`src/rtl/nano_pkg.sv`:
```
// Opcode table and io_seq state encodings, shared between the Nano control unit and io_seq.
package nano_pkg;

    localparam logic [3:0] opNOP    = 4'h0;
    localparam logic [3:0] opADD    = 4'h1;
    localparam logic [3:0] opSUB    = 4'h2;
    localparam logic [3:0] opAND    = 4'h3;
    localparam logic [3:0] opOR     = 4'h4;
    localparam logic [3:0] opXOR    = 4'h5;
    localparam logic [3:0] opNOT    = 4'h6;
    localparam logic [3:0] opSHL    = 4'h7;
    localparam logic [3:0] opSHR    = 4'h8;
    localparam logic [3:0] opLDI    = 4'h9;
    localparam logic [3:0] opLD     = 4'hA;
    localparam logic [3:0] opST     = 4'hB;
    localparam logic [3:0] opJMP    = 4'hC;
    localparam logic [3:0] opBZ     = 4'hD;
    localparam logic [3:0] opINPUT  = 4'hE;
    localparam logic [3:0] opOUTPUT = 4'hF;

    typedef enum logic [1:0] {
        IO_IDLE     = 2'd0,
        IO_IN_WAIT  = 2'd1,
        IO_IN_WR    = 2'd2,
        IO_OUT_WAIT = 2'd3
    } io_state_e;

endpackage

```
`src/rtl/io_seq_if.sv`:
```
// External ready/valid ports of io_seq: one input stream and one output stream.
interface io_seq_if #(parameter int DATA_W = 8);

    logic [DATA_W-1:0] in_data;
    logic              in_valid;
    logic              in_ready;
    logic [DATA_W-1:0] out_data;
    logic              out_valid;
    logic              out_ready;

    // master is the io_seq side; slave is the external producer/sink
    modport master (
        input  in_data, in_valid, out_ready,
        output in_ready, out_data, out_valid
    );

    modport slave (
        output in_data, in_valid, out_ready,
        input  in_ready, out_data, out_valid
    );

endinterface

```
`src/rtl/io_fifo.sv`:
```
// Small output FIFO with a combinational head; full-FIFO push is legal when a pop happens in the same cycle.
module io_fifo #(
    parameter int DATA_W    = 8,
    parameter int OUT_DEPTH = 4
) (
    input  logic              clk,
    input  logic              rst,
    input  logic              push,
    input  logic              pop,
    input  logic [DATA_W-1:0] din,
    output logic [DATA_W-1:0] head,
    output logic              full,
    output logic              empty
);

    localparam int AW = $clog2(OUT_DEPTH);

    logic [AW-1:0]     wr_ptr_reg;
    logic [AW-1:0]     rd_ptr_reg;
    logic [AW:0]       count_reg;
    logic [DATA_W-1:0] entry_q [OUT_DEPTH];
    logic              do_push;
    logic              do_pop;

    assign full    = (count_reg == (AW+1)'(OUT_DEPTH));
    assign empty   = (count_reg == '0);
    assign do_pop  = pop & ~empty;
    assign do_push = push & (~full | do_pop);
    assign head    = empty ? '0 : entry_q[rd_ptr_reg];

    genvar gi;
    generate
        for (gi = 0; gi < OUT_DEPTH; gi++) begin : g_entry
            logic [DATA_W-1:0] entry_reg;
            always_ff @(posedge clk or negedge rst) begin
                if (!rst)
                    entry_reg <= '0;
                else if (do_push && (wr_ptr_reg == AW'(gi)))
                    entry_reg <= din;
            end
            assign entry_q[gi] = entry_reg;
        end
    endgenerate

    // Power-of-two depth lets the pointers wrap naturally.
    always_ff @(posedge clk or negedge rst) begin
        if (!rst) begin
            wr_ptr_reg <= '0;
            rd_ptr_reg <= '0;
            count_reg  <= '0;
        end else begin
            if (do_push) wr_ptr_reg <= wr_ptr_reg + 1'b1;
            if (do_pop)  rd_ptr_reg <= rd_ptr_reg + 1'b1;
            case ({do_push, do_pop})
                2'b10:   count_reg <= count_reg + 1'b1;
                2'b01:   count_reg <= count_reg - 1'b1;
                default: count_reg <= count_reg;
            endcase
        end
    end

endmodule

```
`src/rtl/io_seq.sv`:
```
// Sequences Nano INPUT/OUTPUT instructions: timed wait for input data, FIFO-buffered output.
module io_seq
    import nano_pkg::*;
#(
    parameter int DATA_W    = 8,
    parameter int OUT_DEPTH = 4,
    parameter int TIMEOUT   = 255
) (
    input  logic              clk,
    input  logic              rst,
    input  logic              start,
    input  logic [3:0]        OP,
    input  logic [DATA_W-1:0] RegData,
    io_seq_if.master          io,
    output logic              Stall,
    output logic              WrIO,
    output logic [DATA_W-1:0] WrData,
    output logic              Done,
    output logic              TimeoutErr,
    input  logic              err_clr
);

    localparam logic [7:0] TO_LAST = 8'(TIMEOUT - 1);

    io_state_e         state_reg;
    logic [7:0]        cnt_reg;
    logic [DATA_W-1:0] wr_data_reg;
    logic [DATA_W-1:0] out_word_reg;
    logic              wr_io_reg;
    logic              done_reg;
    logic              err_reg;

    logic              is_in;
    logic              is_out;
    logic              fifo_full;
    logic              fifo_empty;
    logic              pop;
    logic              push_ok;
    logic              fifo_push;
    logic [DATA_W-1:0] fifo_din;

    assign is_in   = start & (OP == opINPUT);
    assign is_out  = start & (OP == opOUTPUT);
    assign pop     = ~fifo_empty & io.out_ready;
    assign push_ok = ~fifo_full | pop;

    always_comb begin
        fifo_push = 1'b0;
        fifo_din  = RegData;
        if (state_reg == IO_IDLE && is_out && push_ok) begin
            fifo_push = 1'b1;
        end else if (state_reg == IO_OUT_WAIT && push_ok) begin
            fifo_push = 1'b1;
            fifo_din  = out_word_reg;
        end
    end

    io_fifo #(
        .DATA_W    (DATA_W),
        .OUT_DEPTH (OUT_DEPTH)
    ) u_fifo (
        .clk   (clk),
        .rst   (rst),
        .push  (fifo_push),
        .pop   (pop),
        .din   (fifo_din),
        .head  (io.out_data),
        .full  (fifo_full),
        .empty (fifo_empty)
    );

    assign io.out_valid = ~fifo_empty;
    assign io.in_ready  = (state_reg == IO_IN_WAIT);
    assign Stall        = (state_reg != IO_IDLE) | is_in | (is_out & ~push_ok);
    assign WrIO         = wr_io_reg;
    assign WrData       = wr_data_reg;
    assign Done         = done_reg;
    assign TimeoutErr   = err_reg;

    always_ff @(posedge clk or negedge rst) begin
        if (!rst) begin
            state_reg    <= IO_IDLE;
            cnt_reg      <= '0;
            wr_data_reg  <= '0;
            out_word_reg <= '0;
            wr_io_reg    <= 1'b0;
            done_reg     <= 1'b0;
            err_reg      <= 1'b0;
        end else begin
            wr_io_reg <= 1'b0;
            done_reg  <= 1'b0;
            // A timeout later in this block overrides the clear.
            if (err_clr) err_reg <= 1'b0;
            case (state_reg)
                IO_IDLE: begin
                    if (is_in) begin
                        state_reg <= IO_IN_WAIT;
                        cnt_reg   <= '0;
                    end else if (is_out) begin
                        if (push_ok) begin
                            done_reg <= 1'b1;
                        end else begin
                            state_reg    <= IO_OUT_WAIT;
                            out_word_reg <= RegData;
                        end
                    end
                end
                IO_IN_WAIT: begin
                    if (io.in_valid) begin
                        wr_data_reg <= io.in_data;
                        wr_io_reg   <= 1'b1;
                        done_reg    <= 1'b1;
                        state_reg   <= IO_IN_WR;
                    end else if (cnt_reg == TO_LAST) begin
                        wr_data_reg <= '0;
                        err_reg     <= 1'b1;
                        wr_io_reg   <= 1'b1;
                        done_reg    <= 1'b1;
                        state_reg   <= IO_IN_WR;
                    end else begin
                        cnt_reg <= cnt_reg + 1'b1;
                    end
                end
                IO_IN_WR: begin
                    state_reg <= IO_IDLE;
                end
                IO_OUT_WAIT: begin
                    if (push_ok) begin
                        done_reg  <= 1'b1;
                        state_reg <= IO_IDLE;
                    end
                end
                default: state_reg <= IO_IDLE;
            endcase
        end
    end

endmodule
```
`src/flat_wrapper.sv`:
```
// flat-port wrapper written by rule: the top's interface ports become plain ports
module io_seq_flat import nano_pkg::*;
#(
    parameter int DATA_W    = 8,
    parameter int OUT_DEPTH = 4,
    parameter int TIMEOUT   = 255
)
  (clk, rst, start, OP, RegData, Stall, WrIO, WrData, Done, TimeoutErr, err_clr, io_in_data, io_in_valid, io_out_ready, io_in_ready, io_out_data, io_out_valid);
  io_seq_if #(.DATA_W(DATA_W)) io_i ();
  input  logic clk;
  input  logic rst;
  input  logic start;
  input  logic [3:0] OP;
  input  logic [DATA_W-1:0] RegData;
  output logic Stall;
  output logic WrIO;
  output logic [DATA_W-1:0] WrData;
  output logic Done;
  output logic TimeoutErr;
  input  logic err_clr;
  input wire logic [$bits(io_i.in_data)-1:0] io_in_data;
  input wire logic [$bits(io_i.in_valid)-1:0] io_in_valid;
  input wire logic [$bits(io_i.out_ready)-1:0] io_out_ready;
  output wire logic [$bits(io_i.in_ready)-1:0] io_in_ready;
  output wire logic [$bits(io_i.out_data)-1:0] io_out_data;
  output wire logic [$bits(io_i.out_valid)-1:0] io_out_valid;
  assign io_i.in_data = io_in_data;
  assign io_i.in_valid = io_in_valid;
  assign io_i.out_ready = io_out_ready;
  assign io_in_ready = io_i.in_ready;
  assign io_out_data = io_i.out_data;
  assign io_out_valid = io_i.out_valid;
  io_seq #(.DATA_W(DATA_W), .OUT_DEPTH(OUT_DEPTH), .TIMEOUT(TIMEOUT)) u_core (.clk(clk), .rst(rst), .start(start), .OP(OP), .RegData(RegData), .io(io_i), .Stall(Stall), .WrIO(WrIO), .WrData(WrData), .Done(Done), .TimeoutErr(TimeoutErr), .err_clr(err_clr));
endmodule
```
`config.mk`:
```
export PLATFORM = sky130hd
export DESIGN_NAME = io_seq_flat
export DESIGN_NICKNAME = d
export VERILOG_FILES = /design/src/rtl/nano_pkg.sv /design/src/rtl/io_seq_if.sv /design/src/rtl/io_fifo.sv /design/src/rtl/io_seq.sv /design/src/flat_wrapper.sv
export SDC_FILE = /design/constraint.sdc
export NUM_CORES = 1
export LEC_CHECK = 0
export CELL_PAD_IN_SITES_DETAIL_PLACEMENT = 1
export CELL_PAD_IN_SITES_GLOBAL_PLACEMENT = 1
export CORE_MARGIN = 2
export CORE_UTILIZATION = 44
export DETAILED_ROUTE_END_ITERATION = 8
export GPL_TIMING_DRIVEN = 0
export PLACE_DENSITY = 0.86
export SYNTH_ARGS = -nofsm -noshare
export SYNTH_HDL_FRONTEND = slang
export SYNTH_SLANG_ARGS = --single-unit
```
`constraint.sdc`:
```
create_clock -name clk -period 3.38 [get_ports clk]
set_clock_uncertainty 0.15 [all_clocks]
set_input_delay 0.676 -clock clk [delete_from_list [all_inputs] [get_ports clk]]
set_output_delay 0.676 -clock clk [all_outputs]
set_load 0.02 [all_outputs]
```
* Word level (Yosys, flattened, before mapping) *
Cells that the tools add are included.

storage, ports and cells
  register bits = 68
  bits in latches = 0
  bits in writable memories = 0
  bits in read-only memories = 0
  input bits = 26
  output and inout port bits = 22
  logic and storage cells = 105
  memories = 0

cells by class
  add/sub/neg operators = 5
  multiply operators = 0
  divide/modulo/power cells = 0
  order comparisons = 1
  equality and inequality tests = 19
  shift operators = 0
  muxes and demuxes = 33
  bitwise gates (word level) = 15
  reduce and logical (&&, ||, !) cells = 18

operator list
  cell                                                                      number
  8-bit two-way mux                                                         10
  8-bit binary-select mux with 2-bit select                                 1
  8-bit case mux with 2 select lines                                        1
  1-bit two-way mux                                                         12
  2-bit two-way mux                                                         6
  4-bit AND reduction                                                       3
  2-bit equality test (second input constant)                               5
  8-bit by 1-bit adder with 8-bit output (second input constant)            1
  4-bit equality test (second input constant)                               2
  8-bit equality test (second input constant)                               1
  2-bit case mux with 4 select lines                                        1
  2-bit nonzero test                                                        4
  1-bit logical AND                                                         7
  1-bit bitwise AND                                                         6
  2-bit by 1-bit equality test with 1-bit output (second input constant)    3
  3-bit by 2-bit inequality test with 1-bit output (second input constant)  2
  3-bit case mux with 2 select lines                                        1
  2-bit by 1-bit adder with 2-bit output (second input constant)            2
  2-bit logical NOT                                                         2
  2-bit by 1-bit inequality test with 1-bit output (second input constant)  2
  2-bit inequality test (second input constant)                             2
  1-bit NOT                                                                 4
  1-bit bitwise OR                                                          4
  3-bit by 1-bit adder with 3-bit output (second input constant)            1
  other kinds (8)                                                           8

* Longest topological paths before layout *
  word-level depth = 10
  depth in mapped cells = 10
  depth with buffers taken out = 9

* Cells and area by module *
From an unflattened synthesis, not the netlist that was laid out.

unflattened totals
  cell total of the unflattened synthesis = 246
  area, all modules = 3293.2 µm²

by module, submodules not included
  module   times used  cells each  area an instance (µm²)  seq. area each (µm²)
  io_fifo  1           125         1859.3                  975.9
  io_seq   1           121         1433.9                  725.7

* Least setup slack after synthesis *
No wires, ideal clock.

  kind = input port to flip-flop
  start point = input port io_out_ready
  end point = register u_core.u_fifo.count_reg[2]
  library setup time = 0.079 ns
  arrival = 2.506 ns
  required time = 3.151 ns
  setup slack = 0.645 ns
  stages on the path = 10
  path buffers = 2
  path through = or4b_4 > buf_6 > buf_6 > o21ai_2 > ha_1 > inv_1 > fa_1 > xor2_1 > nor2_1 > xor2_1

between the ends
  longest elaborated chain between the ends = 8
  elaborated cells between the ends (all ways) = 13
  those cells by class = eq/ne (2); mux (3); bitwise (5); reduce/logical (3)

RTL lines
  item                                                                                          line                source
  from (decl)                                                                                   flat_wrapper.sv:23  input wire logic [$bits(io_i.out_ready)-1:0] io_out_ready;
  1-bit bitwise AND *                                                                           io_seq.sv:44        assign pop = ~fifo_empty & io.out_ready;
  1-bit bitwise OR                                                                              io_seq.sv:45        assign push_ok = ~fifo_full | pop;
  1-bit logical AND                                                                             io_seq.sv:52        end else if (state_reg == IO_OUT_WAIT && push_ok) begin
  1-bit two-way mux                                                                             io_seq.sv:52
  1-bit two-way mux                                                                             io_seq.sv:50        if (state_reg == IO_IDLE && is_out && push_ok) begin
  1-bit bitwise AND                                                                             io_fifo.sv:28       assign do_push = push & (~full | do_pop);
  2-bit by 1-bit equality test with 1-bit output / 2-bit equality test (equally long branches)  io_fifo.sv:54       case ({do_push, do_pop})
  3-bit case mux with 2 select lines / 2-bit nonzero test (equally long branches)               --
  to (signal assigned)                                                                          io_fifo.sv:55       2'b10: count_reg <= count_reg + 1'b1;
  to (signal assigned)                                                                          io_fifo.sv:56       2'b01: count_reg <= count_reg - 1'b1;
  to (signal assigned)                                                                          io_fifo.sv:57       default: count_reg <= count_reg;
  to (decl)                                                                                     io_fifo.sv:20       logic [AW:0] count_reg;

Mark *: on every way between the ends. The rest lies on a longest branch, timed or not.
A chain may end at the register's enable or synchronous reset.

* Worst setup path in the final report *
  start point = input port io_out_ready
  end point = output port Stall

between the ends
  longest elaborated chain between the ends = 5

RTL lines
  item                 line                source
  1-bit bitwise AND    io_seq.sv:44
  1-bit bitwise OR     io_seq.sv:45
  1-bit NOT (no line)  --
  1-bit bitwise AND    io_seq.sv:74        assign Stall = (state_reg != IO_IDLE) | is_in | (is_out & ~push_ok);
  1-bit bitwise OR     io_seq.sv:74
  to (decl)            flat_wrapper.sv:15  output logic Stall;

No other way between the ends.

==> out/results.ini <==
[grt]
track_usage_pct = 22.2
gr-total-overflow = 0
grt_max_degree = 69
grt_pass1_wl_um = 14400
grt_pass1_vias = 2752
antenna_found_initial = 0

[route]
viasPerCell = 5.70
antenna_left = 0
routed_wl_um = 8690
drc = 0
drt-pass1-iter-count = 4
num_vias = 2497
wl_per_cell_um = 19.8
drtIter0Drc = 101

[run]
cap_viol_max_count = 0

[worst_setup_path]
worst-path-buf-inv = 4
start_kind = input port
r2r_slack_ps = 730
critPathRequiredTime_ps = 2550
max_stage_delay_ps = 490
cp.arrival_ps = 2420
crit_type = input port to output port
cp_common_cell = buf_6
crit_chain = clkdlybuf4s50_1, or4b_4, buf_6, buf_6, a21oi_1, nand2b_1, clkbuf_2
endpoint_kind = output port
reg2regPathDepth = 10
crit_slowest_cell = or4b_4
r2r_start = u_core.u_fifo.count_reg[0]$_DFFE_PN0P_
critPathTopFamily = buffers and inverters
timing.rr.end = u_core.u_fifo.count_reg[2]$_DFFE_PN0P_
critPathMaxFanout = 10

[cts]
cts_root_buf = clkbuf_8
cts_tree = done
clockBufferDepth = 2
h-tree-depth = 3
cts_hold_buf = 0
cts_buffers = 9
clock_latency_ps = 340
clock-sinks = 68
path_clk_slew_ps = 80

[finish]
instances_no_fill = 438
utilization_pct = 55.4
areaGrowthSynthToFinish_pct = 23.5
drive_gt1_share_pct = 19.9
antenna_cells = 0
nets = 365
largest_reg_flops = 32

[sta]
final_hold_viol_count = 0
min_period_over_period_pct = 96.0
max_freq_ghz = 0.308
worst_pin_slew_ps = 956
finalSetupViolations = 0
whs_ps = 277
slew_viol_final = 0
finalSetupTns_ps = 0
fin_crit_ps = 3250
slew_headroom_pct = 36.3
rsz0062_at_grt = no

[synth]
synth-edff-count = 0
yosys.area.top_type = dfrtp_1
synth_area_leaders = dfrtp_1 (50%), mux4_2 (5.3%), o221a_2 (5.3%), o22a_1 (4.1%), mux2_4 (3.5%)
async_flop_share_pct = 100
yosys.cell_types.count = 47
synthCells = 273
yosysSeqAreaShare_pct = 49.6
synthesis.yosys.warnings = 0
synth_nets = 307
synth.most_common_cell = dfrtp_1
synth_flop_cell = dfrtp_1
synth_area_mm2 = 0.00343
synth_top_area_share_pct = 49.6
synth_common_cells = dfrtp_1 (68), nand2b_1 (17), o21a_1 (16), o221a_2 (16), o22a_1 (16)
ys_ff_latch = 68
syn_avg_cell_area_um2 = 12.6

[placement]
gp_congestion = 0.796
port_buffers = 47
dp_hpwl_um = 5860
numPlacedInstances = 422

[floorplan]
rows = 32
die_y_um = 92.3
core_mm2 = 0.00765
design.die.area_mm2 = 0.00852
io-pin-count = 48
initial_core_util_pct = 44.8
die_w_um = 92.3

[power]
max-vdd-ir-drop_uv = 393
leakagePower_nw = 1.82
power.density_mw_per_mm2 = 767

[hold_path]
min_path_type = input port to async pin

[status]
status = complete, no violations

[worst reg2reg max path, cell delays in order (launching register included)]
cell and delay [ps]:
dfrtp_1 430, or4b_4 530, buf_6 150, buf_6 140
o21ai_2 110, ha_1 220, inv_1 60, fa_1 370
xor2_1 150, nor2_1 110, xor2_1 150
[through the flow]
stage | setup WS [ps] | area [um2] | power [mW]
2_1_floorplan | 645 | 3430 | 2.07
3_3_place_gp | -806 | 4030 | 2.48
3_5_place_dp | -220 | 4030 | 2.55
4_1_cts | 0.163 | 4240 | 3.28
5_1_grt | 65.1 | 4240 | 3.43
6_report | 134 | 4240 | 3.25
[where the power goes]
group	switching, mW	total, mW	internal (mW)
logic	0.530	1.24	0.705
registers	0.193	1.28	1.09
clock network	0.320	0.733	0.412
total	1.04	3.25	2.21
[worst max path at each step]
stage,depth (start not counted),slack (ps),start,end
after global routing,7,70,io_out_ready,Stall
after floorplan,10,640,io_out_ready,u_core.u_fifo.count_reg[2]$_DFFE_PN0P_
after detailed placement,7,-220,io_out_ready,Stall
after CTS,7,0.2,io_out_ready,Stall
after global placement,1,-810,rst,u_core.WrData[2]$_DFFE_PN0P_
final,7,130,io_out_ready,Stall
[cell families after synthesis]
group | count (synthesis) | synth area share (%)
and+or+nand+nor | 80 | 14.6
AOI/OAI and AO/OA | 73 | 18.2
DFF | 68 | 49.6
muxes | 20 | 9.96
buffers and inverters | 16 | 2.48
xor gates and xnor gates | 8 | 2.04
adders and majority gates | 8 | 3.14
[placed cells by master (no fill, tap or decap), types with 2 or more instances in the layout]
cell and n:
o21ai_1 2, ha_1 7, mux2i_1 3, bufinv_16 2
o221a_2 16, nand4_1 4, o22a_1 16, clkbuf_1 3
mux4_2 8, buf_6 3, clkinv_2 3, nand3_2 2
nand3_1 5, dfrtp_1 68, inv_1 8, a21oi_1 5
nand2b_1 17, clkbuf_8 9, mux2_4 8, a22o_1 10
xor2_1 5, o21a_1 16, nand2_1 15, and2_1 12
xnor2_1 3, clkdlybuf4s50_1 45, nor3b_2 2, and3_1 4
nor2_1 6, nand4_2 2, buf_2 2, o211ai_1 2
[metal layers]
metal | GRT usage (%) | part of all wire (%) | routed length (um) | vias to the layer above
met5 | 0 | 0 | 0 | -
met1 | 28.2 | 43 | 3740 | 1261
met2 | 38.6 | 50 | 4380 | 75
met4 | 7.09 | 1.5 | 129 | 0
met3 | 3.86 | 5.1 | 445 | 13
li1 | - | - | - | 1148
[final cells by class]
type | count | area [um2]
plain buffers | 8 | 55.1
clock buffers | 9 | 124
clock inverters | 7 | 91.3
fillers | 795 | 3410
inverters | 8 | 30.0
multi-input cells | 189 | 1640
flip-flops and latches | 68 | 1700
well taps | 102 | 128
repair buffers | 47 | 463
[repair_timing]
action	4_1_cts	5_1_grt
buffers inserted	0	0
setup endpoints to repair	1	1
resized for setup	2	1
No activity file was read; power rests on OpenSTA's default activity.
